`src/rtl/nabp_swap_control.sv`:
```
// Responder side of the next-iteration / swap handshake between the
// iteration issuer and the two swappable processing units (unit 0, unit 1).
// Hands out one projection-angle iteration at a time with its shifter and
// mapper accumulator seeds, and keeps the shared fill path owned by a
// single unit from its next-iteration ack until its swap ack.
module nabp_swap_control #(
  parameter int NUM_ITR      = 180,
  parameter int SH_W         = 12,
  parameter int MP_INIT_W    = 16,
  parameter int MP_BASE_W    = 16,
  parameter int SH_BASE0     = 0,
  parameter int SH_STEP      = 1,
  parameter int MP_INIT0     = 0,
  parameter int MP_INIT_STEP = 1,
  parameter int MP_BASE0     = 0,
  parameter int MP_BASE_STEP = 1,
  parameter int IDX_W        = (NUM_ITR > 0) ? $clog2(NUM_ITR + 1) : 1
) (
  input  logic                 clk,
  input  logic                 reset,
  input  logic                 kick,
  output logic                 done,
  input  logic                 sw_next_itr_0,
  input  logic                 sw_next_itr_1,
  input  logic                 sw_swap_0,
  input  logic                 sw_swap_1,
  output logic                 sw_next_itr_ack_0,
  output logic                 sw_next_itr_ack_1,
  output logic                 sw_swap_ack_0,
  output logic                 sw_swap_ack_1,
  output logic [SH_W-1:0]      sw_sh_accu_base,
  output logic [MP_INIT_W-1:0] sw_mp_accu_init,
  output logic [MP_BASE_W-1:0] sw_mp_accu_base,
  output logic [IDX_W-1:0]     sw_itr_idx
);

  // state   | meaning
  // IDLE_S  | waiting for kick; done holds the result of the last run
  // ISSUE_S | fill path free; grant the next iteration or finish the run
  // FILL_S  | owner holds the fill path; next-itr ack, then wait for its swap

  typedef enum logic [1:0] {
    IDLE_S  = 2'd0,
    ISSUE_S = 2'd1,
    FILL_S  = 2'd2
  } state_t;

  localparam logic [SH_W-1:0]      SH_BASE_C   = SH_W'(SH_BASE0);
  localparam logic [SH_W-1:0]      SH_STEP_C   = SH_W'(SH_STEP);
  localparam logic [MP_INIT_W-1:0] MI_BASE_C   = MP_INIT_W'(MP_INIT0);
  localparam logic [MP_INIT_W-1:0] MI_STEP_C   = MP_INIT_W'(MP_INIT_STEP);
  localparam logic [MP_BASE_W-1:0] MB_BASE_C   = MP_BASE_W'(MP_BASE0);
  localparam logic [MP_BASE_W-1:0] MB_STEP_C   = MP_BASE_W'(MP_BASE_STEP);
  localparam logic [IDX_W-1:0]     IDX_LAST_C  = IDX_W'(NUM_ITR);
  localparam logic [IDX_W-1:0]     IDX_ONE_C   = IDX_W'(1);

  state_t state;
  logic   owner;
  logic   prio_ptr;

  logic   req_any;
  logic   grant_unit;
  logic   owner_swap;
  logic   itr_ack_pending;
  logic   swap_ack_pending;
  logic   idx_done;

  // With both units requesting the pointer decides; otherwise the lone
  // requester wins (unit 1 exactly when only unit 1 asks).
  assign req_any          = sw_next_itr_0 | sw_next_itr_1;
  assign grant_unit       = (sw_next_itr_0 && sw_next_itr_1) ? prio_ptr : sw_next_itr_1;
  assign owner_swap       = owner ? sw_swap_1 : sw_swap_0;
  assign itr_ack_pending  = sw_next_itr_ack_0 | sw_next_itr_ack_1;
  assign swap_ack_pending = sw_swap_ack_0 | sw_swap_ack_1;
  assign idx_done         = (sw_itr_idx == IDX_LAST_C);

  // Handshake FSM: all outputs are registered; ack pulses default low every
  // cycle, so a held request level can never stretch an ack.
  always_ff @(posedge clk or posedge reset) begin
    if (reset) begin
      state             <= IDLE_S;
      owner             <= 1'b0;
      prio_ptr          <= 1'b0;
      done              <= 1'b0;
      sw_next_itr_ack_0 <= 1'b0;
      sw_next_itr_ack_1 <= 1'b0;
      sw_swap_ack_0     <= 1'b0;
      sw_swap_ack_1     <= 1'b0;
      sw_itr_idx        <= '0;
      sw_sh_accu_base   <= SH_BASE_C;
      sw_mp_accu_init   <= MI_BASE_C;
      sw_mp_accu_base   <= MB_BASE_C;
    end else begin
      sw_next_itr_ack_0 <= 1'b0;
      sw_next_itr_ack_1 <= 1'b0;
      sw_swap_ack_0     <= 1'b0;
      sw_swap_ack_1     <= 1'b0;

      case (state)
        IDLE_S: begin
          if (kick) begin
            state           <= ISSUE_S;
            done            <= 1'b0;
            sw_itr_idx      <= '0;
            sw_sh_accu_base <= SH_BASE_C;
            sw_mp_accu_init <= MI_BASE_C;
            sw_mp_accu_base <= MB_BASE_C;
          end
        end

        ISSUE_S: begin
          if (idx_done) begin
            state <= IDLE_S;
            done  <= 1'b1;
          end else if (req_any) begin
            state    <= FILL_S;
            owner    <= grant_unit;
            prio_ptr <= ~grant_unit;
            if (grant_unit) begin
              sw_next_itr_ack_1 <= 1'b1;
            end else begin
              sw_next_itr_ack_0 <= 1'b1;
            end
          end
        end

        FILL_S: begin
          // Seeds and index stay on iteration idx for the whole ack cycle so
          // the owner latches them on the edge that ends it; step afterwards.
          if (itr_ack_pending) begin
            sw_itr_idx      <= sw_itr_idx + IDX_ONE_C;
            sw_sh_accu_base <= sw_sh_accu_base + SH_STEP_C;
            sw_mp_accu_init <= sw_mp_accu_init + MI_STEP_C;
            sw_mp_accu_base <= sw_mp_accu_base + MB_STEP_C;
          end

          if (swap_ack_pending) begin
            state <= ISSUE_S;
          end else if (owner_swap) begin
            if (owner) begin
              sw_swap_ack_1 <= 1'b1;
            end else begin
              sw_swap_ack_0 <= 1'b1;
            end
          end
        end

        default: begin
          state <= IDLE_S;
        end
      endcase
    end
  end

endmodule
```
`config.mk`:
```
export PLATFORM = sky130hd
export DESIGN_NAME = nabp_swap_control
export DESIGN_NICKNAME = d
export VERILOG_FILES = /design/src/rtl/nabp_swap_control.sv
export SDC_FILE = /design/constraint.sdc
export NUM_CORES = 1
export LEC_CHECK = 0
export ABC_AREA = 0
export BUFFER_PORTS_ARGS = -buffer_cell sky130_fd_sc_hd__buf_4
export CAP_MARGIN = 20
export CELL_PAD_IN_SITES_DETAIL_PLACEMENT = 0
export CELL_PAD_IN_SITES_GLOBAL_PLACEMENT = 1
export CORE_ASPECT_RATIO = 1.4
export CORE_UTILIZATION = 44
export DETAILED_ROUTE_END_ITERATION = 6
export GPL_ROUTABILITY_DRIVEN = 0
export HOLD_SLACK_MARGIN = 0.15
export PLACE_DENSITY_LB_ADDON = 0.05
export SYNTH_ARGS = -nofsm -noshare
export SYNTH_HDL_FRONTEND = slang
export SYNTH_SLANG_ARGS = --single-unit
```
`constraint.sdc`:
```
create_clock -name clk -period 4.9 [get_ports clk]
set_clock_uncertainty 0.1 [all_clocks]
set_input_delay 0 -clock clk [delete_from_list [all_inputs] [get_ports clk]]
set_output_delay 0 -clock clk [all_outputs]
set_load 0.01 [all_outputs]
```
[Yosys cells after proc, flatten, opt, wreduce, memory -nomap -nowiden]
Cells that the tools add are included.
W data, S select, Z words.
Operators by class
  add/sub/neg operators: 4
  equal/unequal tests: 8
  mux-type cells: 37
  bitwise operators: 5
  reductions and logical operators: 8
Operator list (number)
  $pmux W16 S2: 2
  $mux W16: 3
  $add A16 B1 Y16 const B: 2
  $mux W12: 2
  $pmux W12 S2: 1
  $mux W1: 20
  $mux W8: 2
  $pmux W8 S2: 1
  $add A12 B1 Y12 const B: 1
  $reduce_and A3 Y1: 4
  $add A8 B1 Y8 const B: 1
  $eq A8 B8 Y1 const B: 1
  $mux W2: 4
  $ne A2 B2 Y1 const B: 4
  $pmux W2 S3: 1
  $reduce_bool A2 Y1: 2
  $ne A3 B3 Y1 const B: 1
  $or A1 B1 Y1: 3
  $eq A2 B1 Y1 const B: 1
  $eq A2 B2 Y1 const B: 1
  $logic_not A2 Y1: 1
  $not A1 Y1: 2
  $pmux W1 S2: 1
  $logic_and A1 B1 Y1: 1
Storage, ports and cells
  flip-flop bits (word level): 61
  input port bits: 7
  output and inout bits: 57

[Depth between registers and ports, before layout]
  depth in word-level cells: 6
  depth in mapped cells: 6
  mapped depth without buffers: 5

[Worst setup path before layout]
No wires, ideal clock.
  path type: register to register
  start point: register state[1]
  end point: register sw_mp_accu_init[10]
  setup time: 78 ps
  arrival: 1827 ps
  data required time: 4722 ps
  setup slack: 2895 ps
  cell stages (with the launch flop): 7
  path buffers: 2
  period minus slack after synthesis: 2005 ps
  path through: dfrtp_1 > nor3b_2 > buf_4 > or4_1 > buf_2 > or3_1 > a21oi_1
Between the ends
  cells in the longest elaborated chain, start to end: 3
RTL lines
  from (decl): RTL line 57  | state_t state;
  from (signal assigned): RTL line 81  | state <= IDLE_S;
  from (signal assigned): RTL line 102  | state <= ISSUE_S;
  from (signal assigned): RTL line 113  | state <= IDLE_S;
  $eq A2 B2 Y1 or $logic_not A2 Y1 (tied branches): RTL line 99  | case (state)
  $ne A2 B2 Y1 (no line) or $reduce_bool A2 Y1 (tied branches)
  $reduce_and A3 Y1 (no line)
  to (signal assigned): RTL line 133  | sw_mp_accu_init <= sw_mp_accu_init + MI_STEP_C;
  to (decl): RTL line 32  | output logic [MP_INIT_W-1:0] sw_mp_accu_init,
Several ways; a longest one is shown, not always the timed one.
A chain may end at the register's enable or synchronous reset.

[Final worst setup path]
  start point: register state[0]
  end point: register sw_mp_accu_init[10]
Same word-level chain as after synthesis.

==> qor.yml <==
status: "finished, final reports clean"
grt_pass1_vias: 2527
finalSetupTns_ns: 0
routedWlPerCell_um: 15.12
synth_common_cells: "dfrtp_1 (61), nand2_1 (36), nor2_1 (31), o21ai_0 (23)"
sw_frac_of_total: 0.3659
cpPeakStageDelay_ns: 0.74
grt_use_total: 0.2214
syn-num-nets: 338
die_area_mm2: 0.007301
avgSynthCellArea_um2: 9.392
cts_setup_buffers: 0
fin_util: 0.5750
io_buffer_count: 63
crit_fanout: 20
placementRows: 35
switching_power_uw: 502.5
finalHoldViolations: 0
synth_edf_count: 0
critPathLaunchType: "flop"
cts-resized-gates: 0
p_clk_frac: 0.279
cts_hold_buf: 6
cts_buffers: 9
cp-end-kind: "flop"
nets: 405
yosysSeqAreaShare: 0.4986
grt_max_degree: 62
ys_ff_latch: 61
dp_hpwl_um: 4898
netlist_instances: 326
min_period_ns: 2.281
synth_top_area_frac: 0.4986
post-synth-top-area-cell: "dfrtp_1"
ant_nets: 0
rsz0062_at_grt: "no"
crit_chain: "o21bai_2 -> or4_1 -> or3_1 -> a21oi_1"
antenna_found_initial: 0
cell_internal_pwr_uw: 870.8
ir_drop_v: 0.0002625
worst_slack_ns: 2.619
htreeDepth: 3
coreArea_mm2: 0.006656
ys_types: 39
clockRootBuffer: "clkbuf_8"
maxCapViolCount: 0
diodes: 0
vias: 2666
cts_tree: "built"
combPwrFrac: 0.270
grt_pass1_wl_um: 12170
viasPerCell: 5.452
ys_warn_count: 0
wl_um: 7394
insertion_delay_ns: 0.34
async_flop_share: 1.000
start_util: 0.4600
tightest_slew_ns: 0.8036
setup_viol: 0
synth_area_mm2: 0.003062
dpl_worst_slack_ns: 2.650
path_clk_slew_ns: 0.06
synth.most_common_cell: "dfrtp_1"
path_class: "flop to flop"
synth_flop_cell: "dfrtp_1"
cts_buffer_depth: 2
arrival_ns: 2.44
cts_sinks: 61
ys_top_cells_by_area: "dfrtp_1 (50%), xnor2_1 (4.6%), nand2_1 (4.4%)"
relSlewSlack: 0.4642
die_y_um: 100.7
crit_slowest_cell: "or4_1"
pwr_density_cell_mw_per_mm2: 358.8
seq_power_share: 0.452
drt_iter0_markers: 132
die_x_um: 72.50
ios: 64
p_leak_nw: 1.708
area.growth.synth_to_final_pct: 25.01
dr.pass1.iters: 4
drive_above_1_share: 0.2191
drc: 0
grt-ovfl-total: 0
maxSlewViolCount: 0
hp-class: "input port to flop"
clock.fmax_mhz: 438.5
worstPathRequired_ns: 5.06
timing.final.crit_share: 0.4654
==> sequential cells by signal (all words and copies together), names as in the netlist <==
signal             flops
sw_mp_accu_base       16
sw_mp_accu_init       16
sw_sh_accu_base       12
sw_itr_idx             8
state                  2
done                   1
owner                  1
prio_ptr               1
sw_next_itr_ack_0      1
sw_next_itr_ack_1      1
sw_swap_ack_0          1
sw_swap_ack_1          1
==> area by class of cell <==
cell class | count | area, um^2
fillers | 662 | 2829
multi-input cells | 242 | 1441
inverters | 7 | 26.28
well taps | 92 | 115.1
repair buffers | 72 | 559.3
flip-flops and latches | 61 | 1526
clock inverters | 2 | 10.01
clock buffers | 13 | 148.9
==> stage by stage <==
step	hold slack [ns]	total power [mW]	instance area (um^2)	instances
final	0.1684	1.373	3827	489
after CTS	0.1615	1.382	3816	488
after global placement	0.1096	0.9821	3597	467
after floorplan	-0.01438	0.8586	3062	326
after detailed placement	0.1067	0.9890	3597	467
after global routing	0.2266	1.461	3827	489
==> power by group through the flow <==
stage | clock, mW | combinational [mW] | sequential, mW
after floorplan | 0 | 0.234 | 0.625
after global placement | 0 | 0.357 | 0.625
after detailed placement | 0 | 0.361 | 0.628
after CTS | 0.394 | 0.368 | 0.619
after global routing | 0.412 | 0.421 | 0.628
final | 0.383 | 0.370 | 0.621
==> layout by cell type (no fill, tap or decap), types with 2 or more instances in the layout <==
cell type | synthesis | layout
dlygate4sd3_1 | 0 | 6
clkinv_2 | 0 | 2
o21ai_0 | 23 | 23
or3b_2 | 2 | 2
clkbuf_1 | 13 | 3
nand4_1 | 17 | 17
o211ai_1 | 4 | 4
nand3_1 | 18 | 18
nor2_1 | 31 | 31
clkbuf_8 | 0 | 10
and3_1 | 3 | 3
dfrtp_1 | 61 | 61
a21oi_1 | 18 | 18
nor3_1 | 4 | 4
xnor2_1 | 16 | 16
and4_1 | 5 | 5
inv_1 | 7 | 6
nor3b_2 | 1 | 2
ha_1 | 5 | 5
o31ai_1 | 4 | 4
or4_1 | 10 | 10
or3_1 | 10 | 10
buf_4 | 1 | 65
xor2_1 | 8 | 8
nor4_1 | 11 | 11
nand2b_1 | 2 | 2
nand2_1 | 36 | 36
==> worst max-delay path, delay by kind of cell, from the launching register on <==
| kind | cells | cell delay (ns) |
|---|---|---|
| flip-flops | 1 | 0.43 |
| AND/OR/NAND/NOR | 2 | 1.13 |
| AO/OA/AOI/OAI | 2 | 0.55 |
==> metal layers <==
metal	track usage	vias up	wire, um
met5	0	-	0
met2	0.3875	52	3895
met3	0.04700	12	235
li1	-	1313	-
met4	0.09653	0	152
met1	0.2578	1289	3112
==> cell families (layout without fill, tap and decap cells) <==
group | count (synthesis) | after routing | synth area share
flip-flops | 61 | 61 | 0.4986
AND/OR/NAND/NOR | 158 | 158 | 0.2759
XOR/XNOR | 24 | 24 | 0.06865
adder cells (fa/ha/maj) | 5 | 5 | 0.02043
AO/OA/AOI/OAI | 55 | 55 | 0.1042
buffers and inverters | 23 | 94 | 0.03229
==> path summary, 6_finish.rpt <==
| path | slack [ns] | endpoint | from | cells past startpoint |
|---|---|---|---|---|
| max | 2.62 | sw_mp_accu_init[10] | state[0] | 4 |
| min | 0.17 | state[0] | kick | 4 |
| max reg2reg | 2.62 | sw_mp_accu_init[10] | state[0] | 4 |
| min reg2reg | 0.36 | sw_swap_ack_0 | owner | 1 |
| max in group asynchronous | 3.81 | sw_mp_accu_base[13] | reset | 4 |
| min in group asynchronous | 0.33 | sw_mp_accu_base[11] | reset | 4 |
No activity file was read; power rests on OpenSTA's default activity.
